### config.mk
export PLATFORM = sky130hd
export DESIGN_NAME = bf_io_uart
export DESIGN_NICKNAME = d
export VERILOG_FILES = /design/src/rtl/bf_io_uart_pkg.sv /design/src/rtl/bf_sync_fifo.sv /design/src/rtl/bf_io_uart.sv
export SDC_FILE = /design/constraint.sdc
export NUM_CORES = 1
export LEC_CHECK = 0
export ABC_AREA = 1
export CAP_MARGIN = 10
export CORE_AREA = 5 5 156 158
export CTS_CLUSTER_SIZE = 8
export DETAILED_ROUTE_END_ITERATION = 7
export DIE_AREA = 0 0 161 163
export PLACE_DENSITY = 0.72
export SETUP_SLACK_MARGIN = 0.5
export SKIP_CTS_REPAIR_TIMING = 1
export SYNTH_ARGS = -nofsm -noshare
export SYNTH_HDL_FRONTEND = slang
export SYNTH_SLANG_ARGS = --single-unit
### constraint.sdc
create_clock -name clk -period 4.6 [get_ports clk]
set_input_delay 0.69 -clock clk [delete_from_list [all_inputs] [get_ports clk]]
set_output_delay 0.69 -clock clk [all_outputs]
set_load 0.01 [all_outputs]
### src/rtl/bf_io_uart_pkg.sv
// Shared types for the bfcpu I/O-port UART bridge.
// Direction codes and 2-bit state encodings for the port, TX and RX FSMs.
package bf_io_uart_pkg;

   localparam logic DIRECTION_READ  = 1'b0;
   localparam logic DIRECTION_WRITE = 1'b1;

   typedef enum logic [1:0] {
      P_IDLE    = 2'd0,
      P_WR_WAIT = 2'd1,
      P_RD_WAIT = 2'd2,
      P_ACK     = 2'd3
   } port_state_t;

   typedef enum logic [1:0] {
      TX_IDLE  = 2'd0,
      TX_START = 2'd1,
      TX_DATA  = 2'd2,
      TX_STOP  = 2'd3
   } tx_state_t;

   typedef enum logic [1:0] {
      RX_IDLE  = 2'd0,
      RX_START = 2'd1,
      RX_DATA  = 2'd2,
      RX_STOP  = 2'd3
   } rx_state_t;

endpackage

### src/rtl/bf_sync_fifo.sv
// Single-clock FIFO with first-word-fall-through head.
// A pop in the same cycle as a push frees room, so a push into a full FIFO is kept.
module bf_sync_fifo #(
   parameter int WIDTH = 8,
   parameter int AW    = 4
) (
   input  logic             clk,
   input  logic             rst,
   input  logic             push,
   input  logic [WIDTH-1:0] din,
   input  logic             pop,
   output logic             full,
   output logic             empty,
   output logic [WIDTH-1:0] head
);

   localparam int          DEPTH    = 1 << AW;
   localparam logic [AW:0] FULL_CNT = (AW + 1)'(DEPTH);

   logic [WIDTH-1:0] mem_q [DEPTH];
   logic [AW-1:0]    wr_ptr_q, wr_ptr_d;
   logic [AW-1:0]    rd_ptr_q, rd_ptr_d;
   logic [AW:0]      count_q, count_d;
   logic             do_push, do_pop;

   assign empty = (count_q == '0);
   assign full  = (count_q == FULL_CNT);
   assign head  = mem_q[rd_ptr_q];

   always_comb begin
      do_pop   = pop && !empty;
      do_push  = push && (!full || do_pop);
      wr_ptr_d = wr_ptr_q + {{(AW-1){1'b0}}, do_push};
      rd_ptr_d = rd_ptr_q + {{(AW-1){1'b0}}, do_pop};
      count_d  = count_q + {{AW{1'b0}}, do_push}
                         - {{AW{1'b0}}, do_pop};
   end

   always_ff @(posedge clk or posedge rst) begin
      if (rst) begin
         wr_ptr_q <= '0;
         rd_ptr_q <= '0;
         count_q  <= '0;
      end else begin
         wr_ptr_q <= wr_ptr_d;
         rd_ptr_q <= rd_ptr_d;
         count_q  <= count_d;
      end
   end

   always_ff @(posedge clk) begin
      if (do_push) mem_q[wr_ptr_q] <= din;
   end

endmodule

### src/rtl/bf_io_uart.sv
// bfcpu I/O-port peripheral bridging io_req/io_ack to an 8N1 UART with RX FIFO.
// Define BF_IO_UART_LOOPBACK_EN to feed uart_txd back into the receiver.
module bf_io_uart
   import bf_io_uart_pkg::*;
#(
   parameter logic [15:0] CLK_DIV    = 16'd868,
   parameter int          RX_FIFO_AW = 4
) (
   input  logic       clk,
   input  logic       rst,
   input  logic       io_req,
   input  logic       io_dir,
   input  logic [7:0] io_wdata,
   output logic       io_ack,
   output logic [7:0] io_rdata,
   input  logic       uart_rxd,
   output logic       uart_txd,
   output logic       rx_overrun
);

   localparam logic [15:0] DIV_M1  = CLK_DIV - 16'd1;
   localparam logic [15:0] HALF_M1 = (CLK_DIV >> 1) - 16'd1;

   port_state_t port_q, port_d;
   logic        ack_q, ack_d;
   logic [7:0]  rdata_q, rdata_d;

   tx_state_t   tx_state_q, tx_state_d;
   logic [15:0] tx_cnt_q, tx_cnt_d;
   logic [2:0]  tx_bit_q, tx_bit_d;
   logic [7:0]  tx_shift_q, tx_shift_d;
   logic        txd_q, txd_d;
   logic        tx_tick, tx_ready, tx_load;

   rx_state_t   rx_state_q, rx_state_d;
   logic [15:0] rx_cnt_q, rx_cnt_d;
   logic [2:0]  rx_bit_q, rx_bit_d;
   logic [7:0]  rx_shift_q, rx_shift_d;
   logic        rx_s1_q, rx_s2_q, rx_prev_q;
   logic        overrun_q, overrun_d;
   logic        rx_in, rx_tick, rx_fall, rx_frame_ok;

   logic        fifo_push, fifo_pop, fifo_full, fifo_empty;
   logic [7:0]  fifo_head;

`ifdef BF_IO_UART_LOOPBACK_EN
   logic unused_rxd;
   assign unused_rxd = uart_rxd;
   assign rx_in      = txd_q;
`else
   assign rx_in      = uart_rxd;
`endif

   assign io_ack     = ack_q;
   assign io_rdata   = rdata_q;
   assign uart_txd   = txd_q;
   assign rx_overrun = overrun_q;

   // Last stop-bit clock counts as ready so back-to-back frames abut.
   assign tx_tick  = (tx_cnt_q == '0);
   assign tx_ready = (tx_state_q == TX_IDLE)
                  || (tx_state_q == TX_STOP && tx_tick);

   always_comb begin
      port_d   = port_q;
      ack_d    = ack_q;
      rdata_d  = rdata_q;
      fifo_pop = 1'b0;
      tx_load  = 1'b0;
      unique case (port_q)
         P_IDLE: begin
            if (io_req && !ack_q)
               port_d = (io_dir == DIRECTION_WRITE) ? P_WR_WAIT : P_RD_WAIT;
         end
         P_WR_WAIT: begin
            if (tx_ready) begin
               tx_load = 1'b1;
               ack_d   = 1'b1;
               port_d  = P_ACK;
            end
         end
         P_RD_WAIT: begin
            if (!fifo_empty) begin
               fifo_pop = 1'b1;
               rdata_d  = fifo_head;
               ack_d    = 1'b1;
               port_d   = P_ACK;
            end
         end
         P_ACK: begin
            if (!io_req) begin
               ack_d  = 1'b0;
               port_d = P_IDLE;
            end
         end
      endcase
   end

   always_comb begin
      tx_state_d = tx_state_q;
      tx_cnt_d   = tx_cnt_q;
      tx_bit_d   = tx_bit_q;
      tx_shift_d = tx_shift_q;
      txd_d      = txd_q;
      if (tx_state_q != TX_IDLE && !tx_tick) tx_cnt_d = tx_cnt_q - 16'd1;
      unique case (tx_state_q)
         TX_IDLE: txd_d = 1'b1;
         TX_START: begin
            if (tx_tick) begin
               tx_state_d = TX_DATA;
               tx_cnt_d   = DIV_M1;
               tx_bit_d   = 3'd0;
               txd_d      = tx_shift_q[0];
               tx_shift_d = {1'b0, tx_shift_q[7:1]};
            end
         end
         TX_DATA: begin
            if (tx_tick) begin
               tx_cnt_d = DIV_M1;
               if (tx_bit_q == 3'd7) begin
                  tx_state_d = TX_STOP;
                  txd_d      = 1'b1;
               end else begin
                  tx_bit_d   = tx_bit_q + 3'd1;
                  txd_d      = tx_shift_q[0];
                  tx_shift_d = {1'b0, tx_shift_q[7:1]};
               end
            end
         end
         TX_STOP: begin
            if (tx_tick) tx_state_d = TX_IDLE;
         end
      endcase
      if (tx_load) begin
         tx_state_d = TX_START;
         tx_cnt_d   = DIV_M1;
         tx_shift_d = io_wdata;
         txd_d      = 1'b0;
      end
   end

   assign rx_tick = (rx_cnt_q == '0);
   assign rx_fall = rx_prev_q && !rx_s2_q;

   always_comb begin
      rx_state_d  = rx_state_q;
      rx_cnt_d    = rx_cnt_q;
      rx_bit_d    = rx_bit_q;
      rx_shift_d  = rx_shift_q;
      rx_frame_ok = 1'b0;
      if (rx_state_q != RX_IDLE && !rx_tick) rx_cnt_d = rx_cnt_q - 16'd1;
      unique case (rx_state_q)
         RX_IDLE: begin
            if (rx_fall) begin
               rx_state_d = RX_START;
               rx_cnt_d   = HALF_M1;
            end
         end
         RX_START: begin
            if (rx_tick) begin
               rx_state_d = rx_s2_q ? RX_IDLE : RX_DATA;
               rx_cnt_d   = DIV_M1;
               rx_bit_d   = 3'd0;
            end
         end
         RX_DATA: begin
            if (rx_tick) begin
               rx_cnt_d   = DIV_M1;
               rx_shift_d = {rx_s2_q, rx_shift_q[7:1]};
               rx_bit_d   = rx_bit_q + 3'd1;
               if (rx_bit_q == 3'd7) rx_state_d = RX_STOP;
            end
         end
         RX_STOP: begin
            if (rx_tick) begin
               rx_state_d  = RX_IDLE;
               rx_frame_ok = rx_s2_q;
            end
         end
      endcase
   end

   always_comb begin
      fifo_push = rx_frame_ok && (!fifo_full || fifo_pop);
      overrun_d = overrun_q || (rx_frame_ok && fifo_full && !fifo_pop);
   end

   always_ff @(posedge clk or posedge rst) begin
      if (rst) begin
         port_q     <= P_IDLE;
         ack_q      <= 1'b0;
         rdata_q    <= 8'h00;
         tx_state_q <= TX_IDLE;
         tx_cnt_q   <= '0;
         tx_bit_q   <= '0;
         tx_shift_q <= '0;
         txd_q      <= 1'b1;
         rx_state_q <= RX_IDLE;
         rx_cnt_q   <= '0;
         rx_bit_q   <= '0;
         rx_shift_q <= '0;
         rx_s1_q    <= 1'b1;
         rx_s2_q    <= 1'b1;
         rx_prev_q  <= 1'b1;
         overrun_q  <= 1'b0;
      end else begin
         port_q     <= port_d;
         ack_q      <= ack_d;
         rdata_q    <= rdata_d;
         tx_state_q <= tx_state_d;
         tx_cnt_q   <= tx_cnt_d;
         tx_bit_q   <= tx_bit_d;
         tx_shift_q <= tx_shift_d;
         txd_q      <= txd_d;
         rx_state_q <= rx_state_d;
         rx_cnt_q   <= rx_cnt_d;
         rx_bit_q   <= rx_bit_d;
         rx_shift_q <= rx_shift_d;
         rx_s1_q    <= rx_in;
         rx_s2_q    <= rx_s1_q;
         rx_prev_q  <= rx_s2_q;
         overrun_q  <= overrun_d;
      end
   end

   bf_sync_fifo #(
      .WIDTH (8),
      .AW    (RX_FIFO_AW)
   ) u_rx_fifo (
      .clk   (clk),
      .rst   (rst),
      .push  (fifo_push),
      .din   (rx_shift_q),
      .pop   (fifo_pop),
      .full  (fifo_full),
      .empty (fifo_empty),
      .head  (fifo_head)
   );

endmodule

After elaboration in Yosys (flattened, before gate mapping)
Memories as Yosys holds them, arrays and structs flattened. A register that Yosys moved wholly into a read port is not among the register bits.
Index checks and enable logic that the tools add are counted.
{"block": "totals", "wordCells": 160, "output_inout_bits": 11, "ff_bits": 79, "mem_bits_rw": 128, "n_memories": 1, "input_bits": 13}
{"block": "op_classes", "n_reduce_logical": 47, "n_addsub": 8, "mux": 56, "n_eq_ne": 29, "n_bitwise": 1}
{"memory": "u_rx_fifo.mem_q", "words": 16, "word_bits": 8, "rd": 1, "rd_ports_with_merged_regs": 1, "wr": 1, "line": "bf_sync_fifo.sv:20", "text": "logic [WIDTH-1:0] mem_q [DEPTH];"}
{"op": "two-way mux 16 bit", "count": 7}
{"op": "zero test 16 bit", "count": 2}
{"op": "two-way mux 2 bit", "count": 16}
{"op": "two-way mux 8 bit", "count": 4}
{"op": "case mux 16 bit (2 select lines)", "count": 1}
{"op": "subtractor 16 x 1 -> 16 bit (second input constant)", "count": 2}
{"op": "inequality test 2 bit (second input constant)", "count": 12}
{"op": "case mux 2 bit (4 select lines)", "count": 2}
{"op": "case mux 8 bit (2 select lines)", "count": 1}
{"op": "AND reduction 4 bit", "count": 4}
{"op": "two-way mux 1 bit", "count": 15}
{"op": "two-way mux 3 bit", "count": 5}
{"op": "inequality test 3 bit (second input constant)", "count": 5}
{"op": "== test 2 bit (second input constant)", "count": 6}
{"op": "case mux 3 bit (2 select lines)", "count": 2}
{"op": "logical AND 1 bit", "count": 10}
{"op": "AND reduction 5 bit", "count": 2}
{"op": "adder 4 x 1 -> 4 bit", "count": 2}
{"op": "nonzero test 2 bit", "count": 4}
{"op": "nonzero test 4 bit", "count": 2}
{"op": "zero test 1 bit", "count": 7}
{"op": "adder 3 x 1 -> 3 bit (second input constant)", "count": 2}
{"op": "== test 2 x 1 -> 1 bit (second input constant)", "count": 3}
{"op": "== test 3 bit (second input constant)", "count": 2}
{"op": "13 further kinds", "count": 23}

Longest topological paths before layout
Gate-level depths: netlist (run 1).
{"block": "logic_depth", "depth_word": 8, "mapped_depth": 15, "mapped_depth_nobuf": 15}

Cells and area by module
Synthesis (run 1) repeated with hierarchy kept, for this count alone.
{"block": "unflattened", "cells_unflattened": 1176, "hier_area_um2": 10538.9}
{"module": "bf_sync_fifo", "area_per_inst_um2": 6303.5, "seq_area_each_um2": 4169.0, "cells_each": 604, "instances": 1}
{"module": "bf_io_uart", "area_per_inst_um2": 4235.3, "seq_area_each_um2": 1856.8, "cells_each": 572, "instances": 1}

Worst setup path before layout (run 1)
No wires, ideal clock.
{"block": "synth_path", "kind": "register to register", "start": "register u_rx_fifo.count_q[3]", "end": "register u_rx_fifo.count_q[4]", "setup_ns": 0.079, "arrival_ns": 2.574, "n_path_buf": 0, "path_slack_ns": 1.946, "stages_incl_launch_ff": 16, "synth_period_minus_slack_ns": 2.654, "required_time_ns": 4.521, "cell_sequence": "dfrtp_1 > inv_1 > ha_1 > nand2_1 > nor2_1 > nand2_1 > nand2_2 > clkinv_1 > ha_1 > inv_1 > ha_1 > fa_1 > a21oi_1 > nor2_1 > nor2_1 > xor2_1"}
{"block": "synth_between", "elab_chain_cells": 8, "elab_cells_between_ends": 13, "cone_classes": "add/sub (2); eq/ne (1); mux (2); reduce/logical (8)"}
{"item": "start, declared", "line": "bf_sync_fifo.sv:23", "text": "logic [AW:0] count_q, count_d;"}
{"item": "start signal, assigned", "line": "bf_sync_fifo.sv:47", "text": "count_q <= count_d;"}
{"item": "zero test 5 bit", "line": "bf_sync_fifo.sv:26", "text": "assign empty = (count_q == '0);"}
{"item": "two-way mux 1 bit", "line": "bf_io_uart.sv:83", "text": "if (!fifo_empty) begin"}
{"item": "two-way mux 1 bit", "line": "bf_io_uart.sv:70", "text": "unique case (port_q)"}
{"item": "logical OR 1 bit or logical AND 1 bit (tied branches)", "line": "bf_io_uart.sv:184, bf_sync_fifo.sv:31"}
{"item": "logical AND 1 bit or logical OR 1 bit (tied branches)", "line": "bf_io_uart.sv:184, bf_sync_fifo.sv:32"}
{"item": "logical AND 1 bit", "line": "bf_sync_fifo.sv:32", "text": "do_push = push && (!full || do_pop);"}
{"item": "adder 5 x 1 -> 5 bit", "line": "bf_sync_fifo.sv:35", "text": "count_d = count_q + {{AW{1'b0}}, do_push}"}
{"item": "subtractor 5 x 1 -> 5 bit (*)", "line": "bf_sync_fifo.sv:36", "text": "- {{AW{1'b0}}, do_pop};"}
{"item": "net u_rx_fifo.count_d[4]", "line": "bf_sync_fifo.sv:23"}
Mark *: on every way through the listed nets, which the timed path passes. The rest lies on a longest branch.
A chain may end at the register's enable or synchronous reset.

Worst setup path after layout (run 1)
{"block": "layout_path", "start": "register u_rx_fifo.count_q[2]", "end": "register u_rx_fifo.count_q[4]"}
The elaborated chain is that of the path after synthesis.

==> metrics.cfg, run 1 <==
[finish]
multiInputGateArea_sq_um=3637
drive_above_1_share=0.07390
nets=1092
syn2layout_area_growth_pct=12.94
n_fill_cell=2071
ff_latch_area_sq_um=6028
diodes=0

[power]
seqPwrFrac=0.368
cellPowerDensity_nw_per_um2=649.0
ir_drop_uv=405.5
total_leakage_power_uw=0.004811
p_sw_frac=0.3863
p_int_uw=4551
p_comb_frac=0.362
p_total_uw=7416
p_sw_uw=2865
power_frac_clock=0.270

[synthesis]
async_flop_share=0.4047
yosysMostFrequentCell=nand2_1
synthMuxAreaShare=0.006678
synth.largest_area_cell=edfxtp_1
yosysWarnings=0
yosys-top-cells-area=edfxtp_1 38%, dfrtp_1 21%, nand2_1 7.9%
synth_top_family_by_area=simple AND/OR/NAND/NOR gates
synth_nets=1066
ys_seq_elements=215
ys_seq_area_frac=0.5956
avgSynthCellArea_sq_um=9.919
synthesis.area_sq_um=10120
syn-instance-count=1020
synthAdderAreaFrac=0.04155
ys_types=43
synth_common_cells=213 x nand2_1, 188 x nor2_1, 128 x edfxtp_1, 84 x o21ai_0, 83 x dfrtp_1
yosys.area.top_type_share=0.3799
synth_xor_area_frac=0.02424
ys.flop_type=edfxtp_1
synth-edff-count=128
synthSimpleGateAreaFrac=0.2076
synth-compound-area-share=0.07940

[min_path]
hold_path_class=register to register

[placed_design]
gp_congestion=0.8561
dp_hpwl_um=13150
numPortBuffers=23

[clock_tree]
cts.sinks=215
cts_buffer_depth=3
cts_tree=built
cts_buffers=30
clk_pin_slew_ps=50
htree_levels=1
insertion_delay_ps=550
cts_root_buf=clkbuf_16

[sta]
period_minus_slack_ps=2958
hold_viol=0
timing.hold.ws_ps=352.7
worstMarginPinSlew_ps=988.4
drv_slew=0
tns_ps=0
rsz0062_at_grt=false
clock_skew_ps=13.59
fmax_mhz=338.0
setup_viol=0
relSlewSlack=0.3401
period_share=0.6431

[global_routing]
grt.busiest_layer=met2
use_met2=0.2577
grt_pass1_vias=6767
grt_overflow=0
grtUsageMet1=0.2068
antenna_found_initial=0
grt_pass1_wl_um=33440
grt_usage=0.1533
grt_start_max_net_pins=66
grtUsageMet3=0.02936

[drt]
antenna_left=0
avgRoutedWirePerCell_um=14.89
avgViaCountPerCell=5.129
drc=0
num_vias=6970
firstDrtPassIters=5
totalWireLength_um=20230
dr.first_iter.drc_count=554

[critical_path]
worstPathMaxFanout=10
cp-start-kind=register
critical_path_class=register to register
crit_required_ps=5070
cp-end-kind=register
reg2reg_slack_ps=1640
cp.arrival_ps=3430

[floorplanning]
start_util=0.4402
pin_count=24
design.core.area_sq_um=22980
fp-row-count=56
die_h_um=163
die-area_sq_um=26240
die_x_um=161

[run_status]
status=finished clean

[run]
drv_cap=0

-- layout by cell type (no fill, tap or decap), types with 3 or more instances in the layout --
master           Yosys  routed
nand2_1            213     213
nand2_2              6       6
edfxtp_1           128     128
o21ai_0             84      84
clkinv_1             3       3
xor2_1              24      24
a21oi_1              9       9
clkbuf_1            12      24
nor2_4               3       3
clkbuf_16            0      30
nor3_1               4       4
xnor2_1              4       4
dfrtp_1             83      81
inv_1               64      63
nand2_4              4       4
mux2_4               3       3
nand3_1             47      47
nor2_1             188     188
nor2_2              11      11
ha_1                32      32
nand4_1             13      13
o21ai_1              4       4
o211ai_1            33      33
buf_4                1       4
clkdlybuf4s50_1      0      23
dfstp_2              4       4
nand3b_1             3       3
-- power by group through the flow --
stage	clock network, uW	registers [uW]	logic, uW
global route	2130	2770	3090
detailed placement	0	2750	2690
floorplan	0	2620	2150
CTS	2050	2720	2710
global placement	0	2740	2620
finish	2000	2730	2680
-- metal layers --
metal | part of all wire | vias to the layer above
li1 | - | 3473
met1 | 0.45 | 3306
met2 | 0.47 | 150
met3 | 0.049 | 41
met4 | 0.026 | 0
met5 | 0 | -
-- cells by family (layout without fill, tap and decap cells) --
logic type               after synthesis  after routing
buffers and inverters                103            152
AO/OA/AOI/OAI                        139            139
AND/OR/NAND/NOR                      497            497
flip-flops                           215            215
multiplexers                           5              5
adder cells (fa/ha/maj)               33             33
XOR/XNOR                              28             28
-- registers in the layout, summed over array words and instances, names as in the netlist, 5 cells and up, named ones only --
name               count
io_rdata               8
rx_cnt_q              16
rx_shift_q             8
tx_cnt_q              16
tx_shift_q             8
u_rx_fifo.count_q      5
u_rx_fifo.mem_q      128
-- area by class of cell --
| cell class | instances | area share |
|---|---|---|
| multi-input cells | 702 | 0.3183 |
| inverters | 70 | 0.02332 |
| flip-flops and latches | 215 | 0.5276 |
| clock buffers | 54 | 0.07359 |
| well taps | 290 | 0.03176 |
| clock inverters | 1 | 0.002628 |
| repair buffers | 27 | 0.02278 |
-- worst max-delay path, cell delays in order, from the launching register on --
cell	delay (ps)
dfrtp_1	380
inv_1	90
ha_1	160
nand2_1	50
nor2_1	150
nand2_1	80
nand2_2	160
clkinv_1	250
ha_1	380
inv_1	50
ha_1	230
fa_1	430
a21oi_1	160
nor2_1	50
nor2_1	110
xor2_1	160
-- metrics by stage --
step	cells	utilization	area [sq um]	setup WS (ps)
2_1_floorplan	1020	-	10120	1666
3_3_place_gp	1304	0.4593	10560	1759
3_5_place_dp	1304	0.4593	10560	1661
4_1_cts	1359	0.4972	11430	1622
5_1_grt	1359	0.4972	11430	1394
6_report	1359	0.4972	11430	1642
-- final timing paths --
path | start | end | depth (start not counted)
setup / recovery | u_rx_fifo.count_q[2] | u_rx_fifo.count_q[4] | 15
hold / removal | rx_s1_q | rx_s2_q | 0
hold reg to reg | rx_s1_q | rx_s2_q | 0
min in group asynchronous | rst | rx_cnt_q[3] | 2
setup reg to reg | u_rx_fifo.count_q[2] | u_rx_fifo.count_q[4] | 15
max in group asynchronous | rst | rx_prev_q | 3
(Power assumes the default switching activity.)
==> run 2: changes to the inputs <==
--- a/config.mk
+++ b/config.mk
@@ -11,7 +11,7 @@
 export CTS_CLUSTER_SIZE = 8
 export DETAILED_ROUTE_END_ITERATION = 7
 export DIE_AREA = 0 0 161 163
-export PLACE_DENSITY = 0.72
+export PLACE_DENSITY = 0.74
 export SETUP_SLACK_MARGIN = 0.5
 export SKIP_CTS_REPAIR_TIMING = 1
 export SYNTH_ARGS = -nofsm -noshare
==> constraint.sdc (replaced) <==
create_clock -name clk -period 2.7 [get_ports clk]
set_input_delay 0.405 -clock clk [delete_from_list [all_inputs] [get_ports clk]]
set_output_delay 0.405 -clock clk [all_outputs]
set_load 0.01 [all_outputs]
==> run 2 against run 1 <==
Cell area rose by 3.0%. Core utilization is 1.5 points higher. Global-route usage increased by 1.0 points. Non-clock buffer count rose by 32. First-iteration DRC count grew 38%. Worst setup slack got worse by 1300 ps. Highest routed layer unchanged. Final cell count up 2.3%. Clock skew down 3.3 ps. Combinational power grew 84%. Routed wire length rose by 7.1%. Total power up 75%.
==> metrics.cfg, run 2 (synthesized netlist as in run 1, its figures left out) <==
[run_status]
status=finished clean

[drt]
dr_wl_met3_um=1182  ; +19%
avgViaCountPerCell=5.219  ; +1.8%
route.met2.wl_um=10170  ; +6.3%
met1Wirelength_um=9740  ; +6.6%
num_vias=7254  ; +4.1%
drc=0  ; unchanged
antenna_left=0  ; unchanged
avgRoutedWirePerCell_um=15.59  ; +4.8%
totalWireLength_um=21680  ; +7.1%
dr.first_iter.drc_count=766  ; +38%
firstDrtPassIters=5  ; unchanged
top_layer=met4

[global_routing]
grt_pass1_wl_um=35720  ; +6.8%
grt_pass1_vias=7132  ; +5.4%
grt_start_max_net_pins=66  ; unchanged
grt_usage=0.1638  ; +0.01042
grt_overflow=0  ; unchanged
antenna_found_initial=0  ; unchanged

[critical_path]
worstPathMaxFanout=4  ; -6
cp-startpoint=u_rx_fifo.count_q[3]
reg2reg_slack_ps=350  ; -1300 ps
cp.arrival_ps=2830  ; -600 ps
cp-end-kind=register
ff2ff_path_depth=15  ; unchanged
r2r-end=u_rx_fifo.count_q[4]
critical_path_class=register to register
crit_required_ps=3170  ; -1900 ps
cp-start-kind=register
r2r-start=u_rx_fifo.count_q[3]

[run]
drv_cap=0  ; unchanged

[power]
cellPowerDensity_nw_per_um2=1103  ; +70%
ir_drop_uv=620.3  ; +53%
total_leakage_power_uw=0.004979  ; +3.5%

[clock_tree]
cts.sinks=215  ; unchanged
insertion_delay_ps=550  ; about the same
clk_pin_slew_ps=60  ; about the same
cts_root_buf=clkbuf_16
cts_tree=built
htree_levels=1  ; unchanged
cts_buffers=30  ; unchanged
cts_buffer_depth=3  ; unchanged

[sta]
period_minus_slack_ps=2355  ; -603.9 ps
hold_viol=0  ; unchanged
rsz0062_at_grt=true
relSlewSlack=0.4456  ; +0.1055
clock_skew_ps=10.31  ; -3.287 ps
fmax_mhz=424.7  ; +26%
setup_viol=0  ; unchanged
drv_slew=0  ; unchanged
tns_ps=0  ; unchanged
worstMarginPinSlew_ps=831.6  ; -156.7 ps
setup_ws_ps=345.5  ; -1296 ps
period_share=0.8721  ; +0.2289

[floorplanning]
pin_count=24  ; unchanged
die-area_sq_um=26240  ; unchanged
start_util=0.4402  ; unchanged
die_h_um=163  ; unchanged
die_x_um=161  ; unchanged
design.core.area_sq_um=22980  ; unchanged
fp-row-count=56  ; unchanged

[finish]
syn2layout_area_growth_pct=16.36
largest_reg_flops=128  ; unchanged
nets=1124  ; +2.9%
most-common-layout-cells=208 x nand2_1, 186 x nor2_1, 128 x edfxtp_1, 84 x o21ai_0, 81 x dfrtp_1
layout_commonest_cell=nand2_1
drive_above_1_share=0.1173  ; +0.04337
largest_register=u_rx_fifo.mem_q
top_regs=u_rx_fifo.mem_q x128, rx_cnt_q x16, tx_cnt_q x16
diodes=0  ; unchanged

[placed_design]
gp_congestion=0.8551  ; -0.12%
numPortBuffers=23  ; unchanged
dp_slack_ps=199.0  ; -1462 ps
dp_hpwl_um=13890  ; +5.6%

[min_path]
hold_path_class=primary input to async pin

==> run 2: cell count changes in the layout (fill, tap and decap cells not counted), moves of 2 or more <==
cell     change
ha_4         +3
inv_2        +4
nor2_1       -2
buf_4       +29
buf_12       +2
nand2_2      +4
ha_1         -4
inv_1        -4
nand2_1      -5
==> run 2: power breakdown <==
part	switching, uW	internal, uW
registers	614	4020
clock network	1360	2070
logic	3090	1830
==> run 2: metal layers <==
metal,up-vias,GRT usage
li1,3548,-
met1,3471,0.2264
met2,191,0.2686
met3,44,0.02759
met4,0,0.04769
met5,-,0
==> run 2: how the worst max path moves through the flow <==
stage	end	slack (ps)	cells after the start
5_1_grt	u_rx_fifo.count_q[4]	240	15
4_1_cts	u_rx_fifo.count_q[4]	170	15
6_report	u_rx_fifo.count_q[4]	350	15
3_3_place_gp	u_rx_fifo.count_q[4]	260	15
3_5_place_dp	u_rx_fifo.count_q[4]	200	15
2_1_floorplan	u_rx_fifo.count_q[4]	290	15
==> run 2: critical path, cell delays in order, from the launching register on <==
cell and delay (ps):
dfrtp_1 390, inv_2 90, ha_4 130, nand2_2 60, nor2_4 140, nand2_2 80, nand2_4 80, clkinv_4 60
ha_4 250, inv_2 40, ha_4 160, fa_2 350, a21oi_2 120, nor2_1 60, nor2_1 120, xor2_1 150
==> run 2: layout make-up <==
class	instances	area (sq um)
multi-input cells	702	3711
well taps	290	362.8
repair buffers	59	529.3
inverters	70	274.0
clock buffers	53	837.1
fillers	1961	11210
clock inverters	1	30.03
flip-flops and latches	215	6028
==> run 2: through the flow <==
stage	area, sq um	total power [uW]	util	cells	hold WS [ps]
6_report	11770	12990	0.5123	1390	205.1
5_1_grt	11770	13910	0.5123	1390	231.3
4_1_cts	11660	12860	0.5074	1384	204.0
3_5_place_dp	10790	9365	0.4696	1330	347.8
3_3_place_gp	10790	9235	0.4696	1330	349.8
2_1_floorplan	10140	8135	-	1020	345.2
